==> src/rtl/trig_pulse_meter.sv <==
// trig_pulse_meter: measures the length of each trigger pulse in ext_clock cycles,
// counts completed pulses, and presents every measurement through a valid/ack
// capture slot with a sticky overrun flag.
//
// Optional build macro: TRIG_FILTER_EN adds a glitch filter on trig_in
// (pFILTER_LEN stable samples required, both edges delayed equally).
//
// Ports:
//   ext_clock      block clock
//   fpga_reset     asynchronous active-high reset
//   trig_in        trigger, synchronous to ext_clock
//   arm            enable; low holds the block idle with counters/overrun cleared
//   capture_ack    consumer acknowledge of the capture slot
//   cycles_out     length of the last captured pulse
//   trig_count     completed pulses since arm rose (wraps)
//   capture_valid  cycles_out holds an unacknowledged measurement
//   overrun        sticky: a pulse completed while the slot was occupied
//   busy           a pulse is being measured
module trig_pulse_meter #(
    parameter int unsigned pCNT_WIDTH     = 32,
    parameter int unsigned pTRIGCNT_WIDTH = 16,
    parameter int unsigned pFILTER_LEN    = 2
) (
    input  logic                      ext_clock,
    input  logic                      fpga_reset,
    input  logic                      trig_in,
    input  logic                      arm,
    input  logic                      capture_ack,
    output logic [pCNT_WIDTH-1:0]     cycles_out,
    output logic [pTRIGCNT_WIDTH-1:0] trig_count,
    output logic                      capture_valid,
    output logic                      overrun,
    output logic                      busy
);

    localparam logic ST_IDLE  = 1'b0;
    localparam logic ST_COUNT = 1'b1;

    // Filter length must fit the 4-bit stability counter.
    if (pFILTER_LEN < 1 || pFILTER_LEN > 15) begin : g_bad_filter_len
        $error("trig_pulse_meter: pFILTER_LEN out of range 1..15");
    end

    logic trig_s;

`ifdef TRIG_FILTER_EN
    logic       filt_q, filt_d;
    logic [3:0] stab_q, stab_d;

    // Output follows trig_in only after pFILTER_LEN consecutive differing samples.
    always_comb begin
        filt_d = filt_q;
        stab_d = 4'd0;
        if (trig_in != filt_q) begin
            if (stab_q == 4'(pFILTER_LEN - 1)) begin
                filt_d = trig_in;
            end else begin
                stab_d = stab_q + 4'd1;
            end
        end
    end

    // Resets high so a trigger already asserted at reset release is not a rise.
    always_ff @(posedge ext_clock or posedge fpga_reset) begin
        if (fpga_reset) begin
            filt_q <= 1'b1;
            stab_q <= 4'd0;
        end else begin
            filt_q <= filt_d;
            stab_q <= stab_d;
        end
    end

    assign trig_s = filt_q;
`else
    assign trig_s = trig_in;
`endif

    logic                      state_q, state_d;
    logic                      trig_q;
    logic [pCNT_WIDTH-1:0]     cnt_q, cnt_d;
    logic [pCNT_WIDTH-1:0]     cycles_q, cycles_d;
    logic [pTRIGCNT_WIDTH-1:0] tcnt_q, tcnt_d;
    logic                      valid_q, valid_d;
    logic                      ovr_q, ovr_d;
    logic                      rise, fall;

    assign rise = trig_s & ~trig_q;
    assign fall = ~trig_s & trig_q;

    // Next-state, counter and capture-slot logic.
    always_comb begin
        state_d  = state_q;
        cnt_d    = cnt_q;
        cycles_d = cycles_q;
        tcnt_d   = tcnt_q;
        valid_d  = valid_q;
        ovr_d    = ovr_q;

        if (capture_ack && valid_q) begin
            valid_d = 1'b0;
        end

        if (!arm) begin
            state_d = ST_IDLE;
            cnt_d   = '0;
            tcnt_d  = '0;
            ovr_d   = 1'b0;
        end else if (state_q == ST_IDLE) begin
            if (rise) begin
                cnt_d   = pCNT_WIDTH'(1);
                state_d = ST_COUNT;
            end
        end else begin
            if (fall) begin
                state_d = ST_IDLE;
                tcnt_d  = tcnt_q + pTRIGCNT_WIDTH'(1);
                // An ack in the same cycle frees the slot; the new capture wins.
                if (!valid_q || capture_ack) begin
                    cycles_d = cnt_q;
                    valid_d  = 1'b1;
                end else begin
                    ovr_d = 1'b1;
                end
            end else if (trig_s && (cnt_q != '1)) begin
                cnt_d = cnt_q + pCNT_WIDTH'(1);
            end
        end
    end

    // History register resets high to suppress a rise on reset release.
    always_ff @(posedge ext_clock or posedge fpga_reset) begin
        if (fpga_reset) begin
            state_q  <= ST_IDLE;
            trig_q   <= 1'b1;
            cnt_q    <= '0;
            cycles_q <= '0;
            tcnt_q   <= '0;
            valid_q  <= 1'b0;
            ovr_q    <= 1'b0;
        end else begin
            state_q  <= state_d;
            trig_q   <= trig_s;
            cnt_q    <= cnt_d;
            cycles_q <= cycles_d;
            tcnt_q   <= tcnt_d;
            valid_q  <= valid_d;
            ovr_q    <= ovr_d;
        end
    end

    assign cycles_out    = cycles_q;
    assign trig_count    = tcnt_q;
    assign capture_valid = valid_q;
    assign overrun       = ovr_q;
    assign busy          = (state_q == ST_COUNT);

endmodule
==> config.mk <==
export PLATFORM = sky130hd
export DESIGN_NAME = trig_pulse_meter
export DESIGN_NICKNAME = d
export VERILOG_FILES = /design/src/rtl/trig_pulse_meter.sv
export SDC_FILE = /design/constraint.sdc
export NUM_CORES = 1
export LEC_CHECK = 0
export ABC_CLOCK_PERIOD_IN_PS = 3400
export CORE_MARGIN = 2
export CORE_UTILIZATION = 47
export DETAILED_ROUTE_END_ITERATION = 6
export PLACE_DENSITY = 0.7
export SKIP_CTS_REPAIR_TIMING = 1
export SLEW_MARGIN = 10
export SYNTH_ARGS = -nofsm -noshare
export SYNTH_HDL_FRONTEND = slang
export SYNTH_SLANG_ARGS = --single-unit
==> constraint.sdc <==
create_clock -name ext_clock -period 3.4 [get_ports ext_clock]
set_input_delay 1.02 -clock ext_clock [delete_from_list [all_inputs] [get_ports ext_clock]]
set_output_delay 1.02 -clock ext_clock [all_outputs]
set_load 0.05 [all_outputs]
# Word-level counts from Yosys, hierarchy flattened
# Cells that the tools add are included.
classes:
  add_sub_neg: 2
  n_eq_ne: 7
  n_mux: 21
  n_bitwise: 4
  n_reduce_logical: 8
ops:
  columns: ["operator", "n"]
  rows:
  - ["2-to-1 mux 32 bit", 5]
  - ["2-to-1 mux 16 bit", 3]
  - ["adder 32 x 1 -> 32 bit (second input constant)", 1]
  - ["!= test 32 bit (second input constant)", 1]
  - ["adder 16 x 1 -> 16 bit (second input constant)", 1]
  - ["2-to-1 mux 1 bit", 13]
  - ["AND reduction 3 bit", 2]
  - ["!= test 2 x 1 -> 1 bit (second input constant)", 2]
  - ["AND reduction 4 bit", 1]
  - ["!= test 3 x 1 -> 1 bit (second input constant)", 1]
  - ["!= test 3 x 2 -> 1 bit (second input constant)", 1]
  - ["!= test 3 bit (second input constant)", 1]
  - ["bitwise AND 1 bit", 2]
  - ["logical AND 1 bit", 2]
  - ["!= test 2 bit (second input constant)", 1]
  - ["inverter 1 bit", 2]
  - ["AND reduction 2 bit", 1]
  - ["zero test 1 bit", 1]
  - ["logical OR 1 bit", 1]
word_totals:
  reg_bits: 84
  in_bits: 5
  out_inout_bits: 51
  word_cells: 49

# Longest topological paths before layout
# Gate-level depths: netlist of run 1.
logic_depth:
  word_depth: 6
  mapped_depth: 7
  ltp_nobuf: 6

# Least setup slack after synthesis of run 1
# Ideal clock, no wire load.
synth_timing:
  path_type: "input to register"
  startpoint: "input trig_in"
  endpoint: "register tcnt_q[13] (netlist: trig_count[13])"
  setup_time_ps: 119
  arrival_ps: 2219
  required_time_ps: 3281
  slack_ps: 1062
  cell_stages: 5
  n_path_buf: 0
  cell_sequence: "nand3b_1 > a211oi_1 > nand4_1 > xnor2_1 > and2_1"
synth_via:
  elab_chain_cells: 4
synth_lines:
  columns: ["item", "line", "rtl"]
  rows:
  - ["start: declaration", "26", "input logic trig_in,"]
  - ["inverter 1 bit", "89", "assign fall = ~trig_s & trig_q;"]
  - ["bitwise AND 1 bit", "89", null]
  - ["!= test 2 x 1 -> 1 bit (no source line)", null, null]
  - ["AND reduction 2 bit (no source line)", null, null]
  - ["end signal: assignment", "146", "tcnt_q <= tcnt_d;"]
  - ["end: declaration", "83", "logic [pTRIGCNT_WIDTH-1:0] tcnt_q, tcnt_d;"]
# No other way between the ends.
# A chain may end at the register's enable or synchronous reset.

# Worst setup path in the final report of run 1
layout_timing:
  startpoint: "input arm"
  endpoint: "register cnt_q[12]"
layout_via:
  elab_chain_cells: 2
  word_cells_on_any_way: 5
  classes_between: "eq/ne (3); mux (1); reduce/logical (1)"
layout_lines:
  columns: ["item", "line", "rtl"]
  rows:
  - ["start: declaration", "27", "input logic arm,"]
  - ["!= test 3 x 2 -> 1 bit (no source line), or another cell as far along", null, null]
  - ["AND reduction 3 bit (no source line)", null, null]
  - ["end signal: assignment", "144", "cnt_q <= cnt_d;"]
  - ["end: declaration", "81", "logic [pCNT_WIDTH-1:0] cnt_q, cnt_d;"]
# Several ways; a longest one is shown, not always the timed one.

==> metrics.yaml, run 1 <==
run:
  cap_violations: 0
clock_network:
  htree_levels: 3
  clock-sinks: 84
  cts-root-buf: "clkbuf_8"
  cts_buffers: 9
  clk_pin_slew_worst_paths_ns: 0.08
  cts_tree: "built"
  clock_latency_ns: 0.35
  cts.path.max_buffers: 2
die:
  ios: 56
  core_mm2: 0.00822
  start_util_pct: 48.7
  core.rowCount: 33
  die_w_um: 96.3
  die_y_um: 96.3
  dieArea_mm2: 0.00927
timing:
  fmax_mhz: 361
  tightestPinTransition_ns: 0.676
  finalSetupViolations: 0
  relSlewSlack_pct: 54.9
  finalCritPeriodShare_pct: 81.4
  clock_skew_ns: 0.0123
  drv_slew: 0
  totalNegativeSetupSlack_ns: 0
  rsz0062_at_grt: "no"
  final_hold_viol_count: 0
  period_needed_ns: 2.77
global_routing:
  grt_pass1_vias: 2890
  grt_pass1_wl_um: 14200
  grt-ovfl-total: 0
  grt_max_degree: 48
  groute.usage.overall_pct: 19.8
  antenna_found_initial: 0
logic_synthesis:
  yosys_most_used_dff: "dfrtp_1"
  synth.distinct_cells: 47
  async_flop_share_pct: 100
  synth_area_per_cell_um2: 10.4
  syn_inst: 383
  synth_sequential_area_ratio_pct: 52.6
  synth-edff-count: 0
  synth-seq-cells: 84
  ys_warn_count: 0
  synth_fp_nets: 390
  synth.cell_area_mm2: 0.00400
place:
  dp_cells: 539
  dpl.hpwl_um: 5620
  placed_area_mm2: 0.00473
  numPortBuffers: 55
  place.gp.congestion: 0.881
setup_path:
  criticalPathCategory: "in -> reg"
  endpoint_kind: "flop"
  critPathMaxFanout: 13
  critPathRequiredTime_ns: 3.63
  startpoint_type: "input pin"
  worstPathArrival_ns: 3.00
detailed_routing:
  wl_um: 8380
  drc: 0
  num_vias: 3180
  drt-initial-drc-count: 143
  routed_via_density: 5.73
  avgRoutedWirePerCell_um: 15.1
  drt_first_pass_iters: 5
  final_antenna_net_count: 0
min_path:
  worstHoldPathType: "reg -> reg"
power:
  ir_worst_vdd_mv: 0.272
  p_per_area_mw_per_mm2: 387
  p_leak_nw: 2.09
run_status:
  status: "completed"
layout:
  layout_commonest_cell: "dfrtp_1"
  area_growth_pct: 23.6
  layout_common_cells: "dfrtp_1 (83), clkdlybuf4s50_1 (55), o21ai_0 (44), mux2_2 (31), nand2_1 (28)"
  nets: 452
  final_area_mm2: 0.00494
  antennaDiodeCount: 0
  drive_gt1_share_pct: 15.1
  fin_cells: 555
-- where the power goes --
| group | total (mW) | internal (mW) | switching (mW) |
|---|---|---|---|
| registers | 1.02 | 1.01 | 0.00863 |
| clock network | 0.783 | 0.431 | 0.352 |
| logic | 0.112 | 0.0378 | 0.0743 |
| total | 1.91 | 1.48 | 0.435 |
-- metrics by stage --
| step | util [%] | power, mW | hold slack, ns | setup slack (ns) |
|---|---|---|---|---|
| after floorplan | - | 1.11 | 0.467 | 0.217 |
| after global placement | 57.5 | 1.15 | 0.469 | 0.422 |
| after detailed placement | 57.5 | 1.15 | 0.473 | 0.335 |
| after CTS | 60.2 | 1.92 | 0.493 | 0.681 |
| after global routing | 60.2 | 1.98 | 0.524 | 0.562 |
| final | 60.2 | 1.91 | 0.484 | 0.631 |
-- critical path, cell delays in order --
cell and delay [ns]:
clkdlybuf4s50_1 0.56, nand2_1 0.10, nor3_1 0.44, a31oi_2 0.30, buf_4 0.27, a41oi_1 0.25, a31oi_1 0.06
-- cell usage after synthesis (2+ instances only) --
| cell type | count | area [um2] |
|---|---|---|
| a41oi_1 | 3 | 26.3 |
| xnor2_1 | 12 | 105 |
| inv_1 | 9 | 33.8 |
| clkbuf_1 | 7 | 26.3 |
| o31ai_1 | 6 | 45.0 |
| mux2_2 | 31 | 349 |
| and4_1 | 2 | 17.5 |
| o21ai_0 | 44 | 220 |
| nor3_1 | 6 | 30.0 |
| nor2_1 | 22 | 82.6 |
| or4_1 | 2 | 15.0 |
| nand3_1 | 27 | 135 |
| and3_1 | 2 | 12.5 |
| nand2_1 | 28 | 105 |
| and2_1 | 16 | 100 |
| a31oi_1 | 10 | 62.6 |
| a21oi_1 | 10 | 50.1 |
| a21o_1 | 2 | 15.0 |
| dfrtp_1 | 83 | 2080 |
| xor2_1 | 2 | 17.5 |
| nor2b_1 | 3 | 18.8 |
| a211oi_1 | 2 | 15.0 |
| nand2b_1 | 2 | 12.5 |
| o41ai_1 | 2 | 17.5 |
| nand4_1 | 16 | 100 |
| buf_2 | 8 | 40.0 |
| ha_1 | 2 | 25.0 |
| nor4_1 | 4 | 25.0 |
| nor4_2 | 2 | 25.0 |
-- logic make-up (layout without fill, tap and decap cells) --
family	Yosys count	in the layout	synth area share (%)
AO/OA/AOI/OAI	86	86	12.7
XOR/XNOR	14	14	3.07
adder cells (fa/ha/maj)	2	2	0.625
buffers and inverters	24	91	2.50
flip-flops	84	84	52.6
multiplexers	33	33	9.26
AND/OR/NAND/NOR	140	140	19.2
-- path summary, 6_finish.rpt --
kind / start / end / slack (ns) / depth (start not counted)
min in group asynchronous: fpga_reset / trig_count[14] / 1.07 / 2
max in group asynchronous: fpga_reset / cnt_q[7] / 1.67 / 3
max reg2reg: cnt_q[0] / cnt_q[12] / 1.12 / 8
min reg2reg: overrun / overrun / 0.48 / 2
max: arm / cnt_q[12] / 0.63 / 7
min: overrun / overrun / 0.48 / 2
-- layer usage --
metal | wire (um) | global-route usage (%) | vias to the layer above
met4 | 113 | 6.79 | 0
met3 | 424 | 3.68 | 9
met2 | 3830 | 30.0 | 96
li1 | - | - | 1528
met5 | 0 | 0 | -
met1 | 4010 | 28.4 | 1547
-- flip-flops by register name (all words and copies together) (netlist names) --
name           cells
cnt_q             32
cycles_out        32
trig_count        16
busy               1
capture_valid      1
overrun            1
trig_q             1
-- layout make-up --
class	count	area [um2]
clock buffers	11	141
clock inverters	5	75.1
repair buffers	66	658
inverters	9	35.0
well taps	105	131
flip-flops and latches	84	2100
multi-input cells	275	1800
fillers	706	3270
Note: power is estimated with default switching activity, not from simulation.
==> run 2: changes to the inputs <==
--- a/config.mk
+++ b/config.mk
@@ -5,7 +5,7 @@
 export SDC_FILE = /design/constraint.sdc
 export NUM_CORES = 1
 export LEC_CHECK = 0
-export ABC_CLOCK_PERIOD_IN_PS = 3400
+export ABC_CLOCK_PERIOD_IN_PS = 2600
 export CORE_MARGIN = 2
 export CORE_UTILIZATION = 47
 export DETAILED_ROUTE_END_ITERATION = 6
==> constraint.sdc (replaced) <==
create_clock -name ext_clock -period 2.6 [get_ports ext_clock]
set_input_delay 0.78 -clock ext_clock [delete_from_list [all_inputs] [get_ports ext_clock]]
set_output_delay 0.78 -clock ext_clock [all_outputs]
set_load 0.05 [all_outputs]
==> metrics.yaml, run 2 (synthesis results as in run 1) <==
layout:
  layout_commonest_cell: "dfrtp_1"
  drive_gt1_share_pct: 17.5
  fin_cells: 567
  area_growth_pct: 26.8
  nets: 464
  antennaDiodeCount: 0
  layout_common_cells: "dfrtp_1 (83), clkdlybuf4s50_1 (55), o21ai_0 (44), mux2_2 (31), nand2_1 (28)"
timing:
  period_needed_ns: 2.46
  drv_slew: 0
  setup_ws_ns: 0.142
  rsz0062_at_grt: "no"
  finalSetupViolations: 0
  clock_skew_ns: 0.0131
  totalNegativeSetupSlack_ns: 0
  fmax_mhz: 407
  tightestPinTransition_ns: 0.609
  final_hold_viol_count: 0
  finalCritPeriodShare_pct: 94.6
  relSlewSlack_pct: 59.1
detailed_routing:
  avgRoutedWirePerCell_um: 15.5
  drt-initial-drc-count: 176
  wl_um: 8810
  num_vias: 3278
  drc: 0
  drt_first_pass_iters: 5
  routed_via_density: 5.78
  final_antenna_net_count: 0
clock_network:
  clock_latency_ns: 0.36
  clk_pin_slew_worst_paths_ns: 0.08
  cts.path.max_buffers: 2
  clock-sinks: 84
  cts_tree: "built"
  cts-root-buf: "clkbuf_8"
  htree_levels: 3
  cts_buffers: 9
die:
  core.rowCount: 33
  dieArea_mm2: 0.00927
  start_util_pct: 48.7
  die_w_um: 96.3
  die_y_um: 96.3
  core_mm2: 0.00822
  ios: 56
global_routing:
  busiest_layer: "met2"
  antenna_found_initial: 0
  grtUsageMet3_pct: 4.07
  use_met2_pct: 32.6
  use_met1_pct: 30.1
  grt_pass1_vias: 3190
  grt_pass1_wl_um: 15200
  grt_max_degree: 85
  groute.usage.overall_pct: 21.3
  grt-ovfl-total: 0
run_status:
  status: "completed"
run:
  cap_violations: 0
setup_path:
  worstPathArrival_ns: 1.68
  critPathMaxFanout: 7
  cp_slowest_cell: "clkdlybuf4s50_1"
  path_delay_family: "buffers and inverters"
  criticalPathCategory: "reg -> out"
  cpPeakStageDelay_ns: 0.85
  endpoint_kind: "output port"
  crit_chain: "clkdlybuf4s50_1"
  startpoint_type: "flop"
  cp_num_buf_inv: 1
  critPathRequiredTime_ns: 1.82
min_path:
  worstHoldPathType: "reg -> reg"
place:
  dpl.hpwl_um: 5980
  place.gp.congestion: 0.827
  dp_cells: 551
  numPortBuffers: 55
  place_ws_ns: 0.0153
power:
  p_per_area_mw_per_mm2: 481
  ir_worst_vdd_mv: 0.233
  p_leak_nw: 2.15
[run 2: changes by cell type in the layout (fill, tap and decap cells not counted)]
cell        change
clkinv_4        +1
bufinv_16       -1
clkbuf_1        -1
clkinv_2        -2
buf_12          +4
clkinvlp_4      +3
buf_4           +8
[run 2: cell type report]
cell class / count / area, um2
fill: 702 / 3150
sequential: 84 / 2100
multi-input combinational: 275 / 1800
timing repair buffer: 78 / 798
clock buffer: 10 / 138
tap: 105 / 131
clock inverter: 6 / 63.8
inverter: 9 / 37.5
[run 2: path summary, 6_finish.rpt]
check	start	endpoint	slack (ns)	cells past startpoint
min in group asynchronous	fpga_reset	cycles_out[4]	0.89	3
max in group asynchronous	fpga_reset	cnt_q[29]	1.36	3
worst min-delay path	overrun	overrun	0.50	2
worst min register to register	overrun	overrun	0.50	2
worst max-delay path	busy	busy	0.14	1
worst max register to register	cnt_q[1]	cnt_q[30]	0.38	8
[run 2: metrics by stage]
step | power (mW) | hold slack [ns] | utilization, % | cell area (um2)
2_1_floorplan | 1.45 | 0.467 | - | 4000
5_1_grt | 2.54 | 0.516 | 61.7 | 5070
4_1_cts | 2.46 | 0.507 | 61.7 | 5070
3_3_place_gp | 1.52 | 0.470 | 59.3 | 4870
3_5_place_dp | 1.52 | 0.481 | 59.3 | 4870
6_report | 2.44 | 0.503 | 61.7 | 5070
[run 2: report_power, final]
part | total, mW | internal, mW | switching (mW)
sequential | 1.33 | 1.32 | 0.00995
clock | 0.948 | 0.468 | 0.480
combinational | 0.163 | 0.0598 | 0.103
total | 2.44 | 1.84 | 0.593
[run 2: worst min-delay path, cell delays in order (launching register included)]
cell	delay [ns]
dfrtp_1	0.35
nand2_1	0.05
o21ai_0	0.06
[run 2: per-layer routing]
metal,part of all wire (%),up-vias
met4,1.2,0
met3,5.8,10
met2,47,108
met5,0,-
li1,-,1548
met1,46,1612
